### config.mk
export PLATFORM = sky130hd
export DESIGN_NAME = mul_seq
export DESIGN_NICKNAME = d
export VERILOG_FILES = /design/src/rtl/mul_seq.sv
export SDC_FILE = /design/constraint.sdc
export NUM_CORES = 1
export LEC_CHECK = 0
export BUFFER_PORTS_ARGS = -buffer_cell sky130_fd_sc_hd__buf_2
export CAP_MARGIN = 0
export CORE_ASPECT_RATIO = 0.6
export CORE_MARGIN = 3
export CORE_UTILIZATION = 55
export CTS_CLUSTER_SIZE = 16
export DETAILED_ROUTE_END_ITERATION = 10
export PLACE_DENSITY = 0.73
export SLEW_MARGIN = 15
export SYNTH_ARGS = -nofsm -noshare
export SYNTH_HDL_FRONTEND = slang
export SYNTH_SLANG_ARGS = --single-unit
### constraint.sdc
create_clock -name clk_i -period 7.02 [get_ports clk_i]
set_input_delay 0.702 -clock clk_i [delete_from_list [all_inputs] [get_ports clk_i]]
set_output_delay 0.702 -clock clk_i [all_outputs]
set_load 0.01 [all_outputs]
### src/rtl/mul_seq.sv
// Sequential radix-2 shift-add multiplier over a little-endian byte stream.
// Optional MUL_SEQ_OVERFLOW_EN adds a sticky overflow_o using a double-width partial product.
module mul_seq #(
    parameter int unsigned datawidth_p = 8,
    parameter int unsigned opwidth_p   = 32
) (
    input  logic                   clk_i,
    input  logic                   rst_i,
    input  logic                   valid_i,
    input  logic [datawidth_p-1:0] data_i,
    output logic                   ready_o,
    input  logic [15:0]            len_i,
    input  logic                   start_i,
    output logic                   done_o,
`ifdef MUL_SEQ_OVERFLOW_EN
    output logic                   overflow_o,
`endif
    output logic [opwidth_p-1:0]   result_o
);

    localparam int unsigned BPO = opwidth_p / datawidth_p;
    localparam int unsigned CW  = $clog2(opwidth_p);
`ifdef MUL_SEQ_OVERFLOW_EN
    localparam int unsigned PW  = 2 * opwidth_p;
`else
    localparam int unsigned PW  = opwidth_p;
`endif

    typedef enum logic [2:0] {
        IDLE  = 3'd0,
        LOAD  = 3'd1,
        MUL   = 3'd2,
        DRAIN = 3'd3,
        DONE  = 3'd4
    } state_t;

    state_t               state_q, state_d;
    logic [15:0]          nops_q, nops_d;
    logic [15:0]          ntail_q, ntail_d;
    logic [15:0]          opcnt_q, opcnt_d;
    logic [15:0]          beatcnt_q, beatcnt_d;
    logic [opwidth_p-1:0] op_q, op_d;
    logic [opwidth_p-1:0] acc_q, acc_d;
    logic [PW-1:0]        partial_q, partial_d;
    logic [CW-1:0]        bitcnt_q, bitcnt_d;
    logic                 ready_q, ready_d;
    logic                 done_q, done_d;
    logic [opwidth_p-1:0] result_q, result_d;

    logic [15:0]          len_nops;
    logic [15:0]          len_tail;
    logic                 hs;
    logic [PW-1:0]        partial_sum;

    assign len_nops    = len_i / 16'(BPO);
    assign len_tail    = len_i % 16'(BPO);
    assign hs          = valid_i && ready_q;
    assign partial_sum = op_q[bitcnt_q] ? (partial_q + (PW'(acc_q) << bitcnt_q)) : partial_q;

`ifdef MUL_SEQ_OVERFLOW_EN
    logic sticky_q, sticky_d;
    logic ovf_q, ovf_d;
`endif

    // State and datapath registers
    always_ff @(posedge clk_i or posedge rst_i) begin
        if (rst_i) begin
            state_q   <= IDLE;
            nops_q    <= '0;
            ntail_q   <= '0;
            opcnt_q   <= '0;
            beatcnt_q <= '0;
            op_q      <= '0;
            acc_q     <= '0;
            partial_q <= '0;
            bitcnt_q  <= '0;
            ready_q   <= 1'b0;
            done_q    <= 1'b0;
            result_q  <= '0;
`ifdef MUL_SEQ_OVERFLOW_EN
            sticky_q  <= 1'b0;
            ovf_q     <= 1'b0;
`endif
        end else begin
            state_q   <= state_d;
            nops_q    <= nops_d;
            ntail_q   <= ntail_d;
            opcnt_q   <= opcnt_d;
            beatcnt_q <= beatcnt_d;
            op_q      <= op_d;
            acc_q     <= acc_d;
            partial_q <= partial_d;
            bitcnt_q  <= bitcnt_d;
            ready_q   <= ready_d;
            done_q    <= done_d;
            result_q  <= result_d;
`ifdef MUL_SEQ_OVERFLOW_EN
            sticky_q  <= sticky_d;
            ovf_q     <= ovf_d;
`endif
        end
    end

    // Next-state and datapath control
    always_comb begin
        state_d   = state_q;
        nops_d    = nops_q;
        ntail_d   = ntail_q;
        opcnt_d   = opcnt_q;
        beatcnt_d = beatcnt_q;
        op_d      = op_q;
        acc_d     = acc_q;
        partial_d = partial_q;
        bitcnt_d  = bitcnt_q;
        result_d  = result_q;
`ifdef MUL_SEQ_OVERFLOW_EN
        sticky_d  = sticky_q;
        ovf_d     = ovf_q;
`endif

        unique case (state_q)
            IDLE: begin
                if (start_i) begin
                    nops_d    = len_nops;
                    ntail_d   = len_tail;
                    acc_d     = opwidth_p'(1);
                    opcnt_d   = '0;
                    beatcnt_d = '0;
`ifdef MUL_SEQ_OVERFLOW_EN
                    sticky_d  = 1'b0;
                    ovf_d     = 1'b0;
`endif
                    if (len_nops != 16'd0) begin
                        state_d = LOAD;
                    end else if (len_tail != 16'd0) begin
                        state_d = DRAIN;
                    end else begin
                        state_d  = DONE;
                        result_d = opwidth_p'(1);
                    end
                end
            end
            LOAD: begin
                if (hs) begin
                    // Shift in from the top so the first beat lands in the LSBs
                    op_d = {data_i, op_q[opwidth_p-1:datawidth_p]};
                    if (beatcnt_q == 16'(BPO - 1)) begin
                        beatcnt_d = '0;
                        partial_d = '0;
                        bitcnt_d  = '0;
                        state_d   = MUL;
                    end else begin
                        beatcnt_d = beatcnt_q + 16'd1;
                    end
                end
            end
            MUL: begin
                partial_d = partial_sum;
                bitcnt_d  = bitcnt_q + CW'(1);
                if (bitcnt_q == CW'(opwidth_p - 1)) begin
                    acc_d   = partial_sum[opwidth_p-1:0];
                    opcnt_d = opcnt_q + 16'd1;
`ifdef MUL_SEQ_OVERFLOW_EN
                    sticky_d = sticky_q | (|partial_sum[PW-1:opwidth_p]);
                    ovf_d    = sticky_d;
`endif
                    if (opcnt_q + 16'd1 < nops_q) begin
                        state_d = LOAD;
                    end else if (ntail_q != 16'd0) begin
                        state_d = DRAIN;
                    end else begin
                        state_d  = DONE;
                        result_d = partial_sum[opwidth_p-1:0];
                    end
                end
            end
            DRAIN: begin
                if (hs) begin
                    if (beatcnt_q == ntail_q - 16'd1) begin
                        beatcnt_d = '0;
                        state_d   = DONE;
                        result_d  = acc_q;
                    end else begin
                        beatcnt_d = beatcnt_q + 16'd1;
                    end
                end
            end
            DONE: begin
                state_d = IDLE;
            end
            default: begin
                state_d = IDLE;
            end
        endcase

        ready_d = (state_d == LOAD) || (state_d == DRAIN);
        done_d  = (state_d == DONE);
    end

    assign ready_o  = ready_q;
    assign done_o   = done_q;
    assign result_o = result_q;
`ifdef MUL_SEQ_OVERFLOW_EN
    assign overflow_o = ovf_q;
`endif

endmodule

==> impl_metrics.toml <==
[yosys]
synth.most_common_cell = "dfrtp_1"
async_flop_share_pct = 100
synth_top_cell_area_share_pct = 37.9
synth_cell_types = 65
synth_common_cells = "dfrtp_1 (186), nand2_1 (181), nor2_1 (123)"
synth_top_area_cell = "dfrtp_1"
syn-instance-count = 1385
synth_flop_cell = "dfrtp_1"
synth_nets = 1463
synthTopCellsByArea = "dfrtp_1 (38%), nand2_1 (5.5%), mux2_2 (5.3%)"
synth_seq_cells = 186
netlist_area_sq_um = 12300
syn_avg_cell_area_sq_um = 8.87
synth_warnings = 0
yosysSeqAreaShare_pct = 37.9
synth_edf_count = 0

[cells_and_area]
drive_above_1_share_pct = 14.4
final_nets = 1477
fin_util_pct = 62.3
syn2layout_area_growth_pct = 8.78
stdcell_count = 1692
fillers = 1789

[grt]
grt_pass1_wl_um = 57100
grt_max_degree = 119
antenna_found_initial = 0
overflow = 0
grt.total_usage_pct = 31.1
grt_pass1_vias = 9791

[route]
wl_um = 36800
drt_iter0_drc = 1353
vias = 10700
firstDrtPassIters = 5
ant_nets = 0
drcViolationCount = 0
wire_per_inst_um = 21.8
vias_per_cell = 6.35

[outcome]
status = "finished clean"

[clocking]
h-tree-depth = 4
post-cts-setup-buffers = 0
cts-root-buf = "clkbuf_16"
clock_latency_ns = 0.45
postCtsResizedCells = 0
cts_num_sinks = 186
clk_path_buf_depth = 2
path_clk_slew_ns = 0.07
hold_buffers = 0
cts_tree = "built"
cts_buffers = 17

[critical_path]
reg2reg_to = "result_o[28]"
rrSetupSlack_ns = 1.72
cp.required_ns = 7.36
r2r-start = "bitcnt_q[1]"
cp_max_fo = 29
start_kind = "flip-flop"
cp.arrival_ns = 5.64
worst_setup_path_end_kind = "flip-flop"
r2r.worst_path.cells = 17
setup.worst_path.class = "reg2reg"

[job]
cap_violations = 0

[floorplan]
dieHeight_um = 122
die_area_sq_um = 24200
placementRows = 41
start_util_pct = 57.3
core_sq_um = 21400
io_pins = 62
die_x_um = 199

[power_and_ir_drop]
ir_drop_v = 0.000330
leakage_nw = 6.21
power.density_nw_per_um2 = 552

[placement]
place_inst = 1659
gp_congestion = 1.03
dp_hpwl_um = 26900
io_buffer_count = 61

[timing]
rsz0062_at_grt = "no"
whs_ns = 0.419
skew_ns = 0.0103
setup_viol = 0
finalHoldViolCount = 0
tightest_slew_ns = 1.09
slew_violations = 0
period_share_pct = 75.5
min_period_ns = 5.30
fmax_mhz = 189
fin_setup_tns_ns = 0
slew_headroom_pct = 27.1

[min_path]
hold_class = "in2async"
-- worst max path at each step --
stage	depth (start not counted)	endpoint	slack [ns]	start
after floorplan	1	acc_q[0]	1.26	rst_i
after global placement	17	result_o[22]	1.91	bitcnt_q[1]
after detailed placement	18	result_o[28]	1.86	bitcnt_q[1]
after CTS	18	result_o[28]	1.85	bitcnt_q[1]
after global routing	18	result_o[28]	1.32	bitcnt_q[1]
final	17	result_o[28]	1.72	bitcnt_q[1]
-- worst max-delay path, cell delays in order (launching register included) --
cell and delay, ns:
dfrtp_2 0.84, buf_4 0.39, mux2_2 0.38, o21ai_0 0.29
mux2i_1 0.16, nor2_1 0.12, a21oi_1 0.06, nor2b_1 0.16
ha_1 0.42, nand3_1 0.15, nor2_1 0.23, o2111ai_1 0.26
a31o_2 0.31, o21ai_0 0.50, a21oi_1 0.20, a31oi_1 0.32
o21ai_0 0.12, mux2_2 0.28
-- cell usage in the layout, fill, tap and decap left out, types with 29 or more instances in the layout --
| cell | synthesis | layout |
|---|---|---|
| o31ai_1 | 29 | 29 |
| a21oi_1 | 94 | 94 |
| nor2_1 | 123 | 122 |
| inv_1 | 40 | 39 |
| nand3_1 | 47 | 47 |
| dfrtp_1 | 186 | 184 |
| buf_2 | 8 | 61 |
| nand2_1 | 181 | 181 |
| mux2i_1 | 51 | 51 |
| mux2_2 | 58 | 58 |
| o21ai_0 | 108 | 108 |
| a21o_1 | 33 | 33 |
| ha_1 | 49 | 49 |
-- registers in the layout, summed over array words and instances (netlist names) --
register   cells
acc_q         32
op_q          32
partial_q     32
result_o      32
beatcnt_q     16
opcnt_q       16
nops_q        14
bitcnt_q       5
state_q        3
ntail_q        2
done_o         1
ready_o        1
-- cell type report --
type | instances | area [sq um] | area share (%)
diodes | 2 | 5.00 | 0.0375
clock buffers | 21 | 460 | 3.45
clock inverters | 10 | 141 | 1.06
inverters | 43 | 169 | 1.26
multi-input cells | 1074 | 7150 | 53.5
flip-flops and latches | 186 | 4660 | 34.9
well taps | 279 | 349 | 2.61
repair buffers | 77 | 425 | 3.19
-- cells by family after synthesis --
kind of cell             count (synthesis)  synth area share [%]
adder cells (fa/ha/maj)                 50                  5.16
buffers and inverters                  125                  3.96
AO/OA/AOI/OAI                          364                  18.4
multiplexers                           128                  13.0
XOR/XNOR                                45                  3.21
AND/OR/NAND/NOR                        487                  18.4
flip-flops                             186                  37.9
-- per-layer routing --
| metal | share of wire (%) | up-vias | GRT usage [%] |
|---|---|---|---|
| met1 | 49 | 5152 | 49.0 |
| met2 | 36 | 529 | 37.8 |
| met5 | 0.25 | - | 2.88 |
| met4 | 1.4 | 2 | 6.23 |
| met3 | 13 | 48 | 14.1 |
| li1 | - | 5006 | - |
-- power breakdown --
group / leakage [nW] / switching [W] / internal, W
clock: 0.295 / 0.000433 / 0.000579
combinational: 3.52 / 0.00268 / 0.00166
sequential: 2.39 / 0.000508 / 0.00151
total: 6.21 / 0.00363 / 0.00375
-- per-stage QoR --
| step | power (W) | worst slack, ns | cell area (sq um) |
|---|---|---|---|
| after global routing | 0.00789 | 1.32 | 13400 |
| after CTS | 0.00723 | 1.85 | 13400 |
| after detailed placement | 0.00620 | 1.86 | 12700 |
| after floorplan | 0.00497 | 1.26 | 12300 |
| final | 0.00738 | 1.72 | 13400 |
| after global placement | 0.00612 | 1.91 | 12700 |
(Power assumes the default switching activity.)
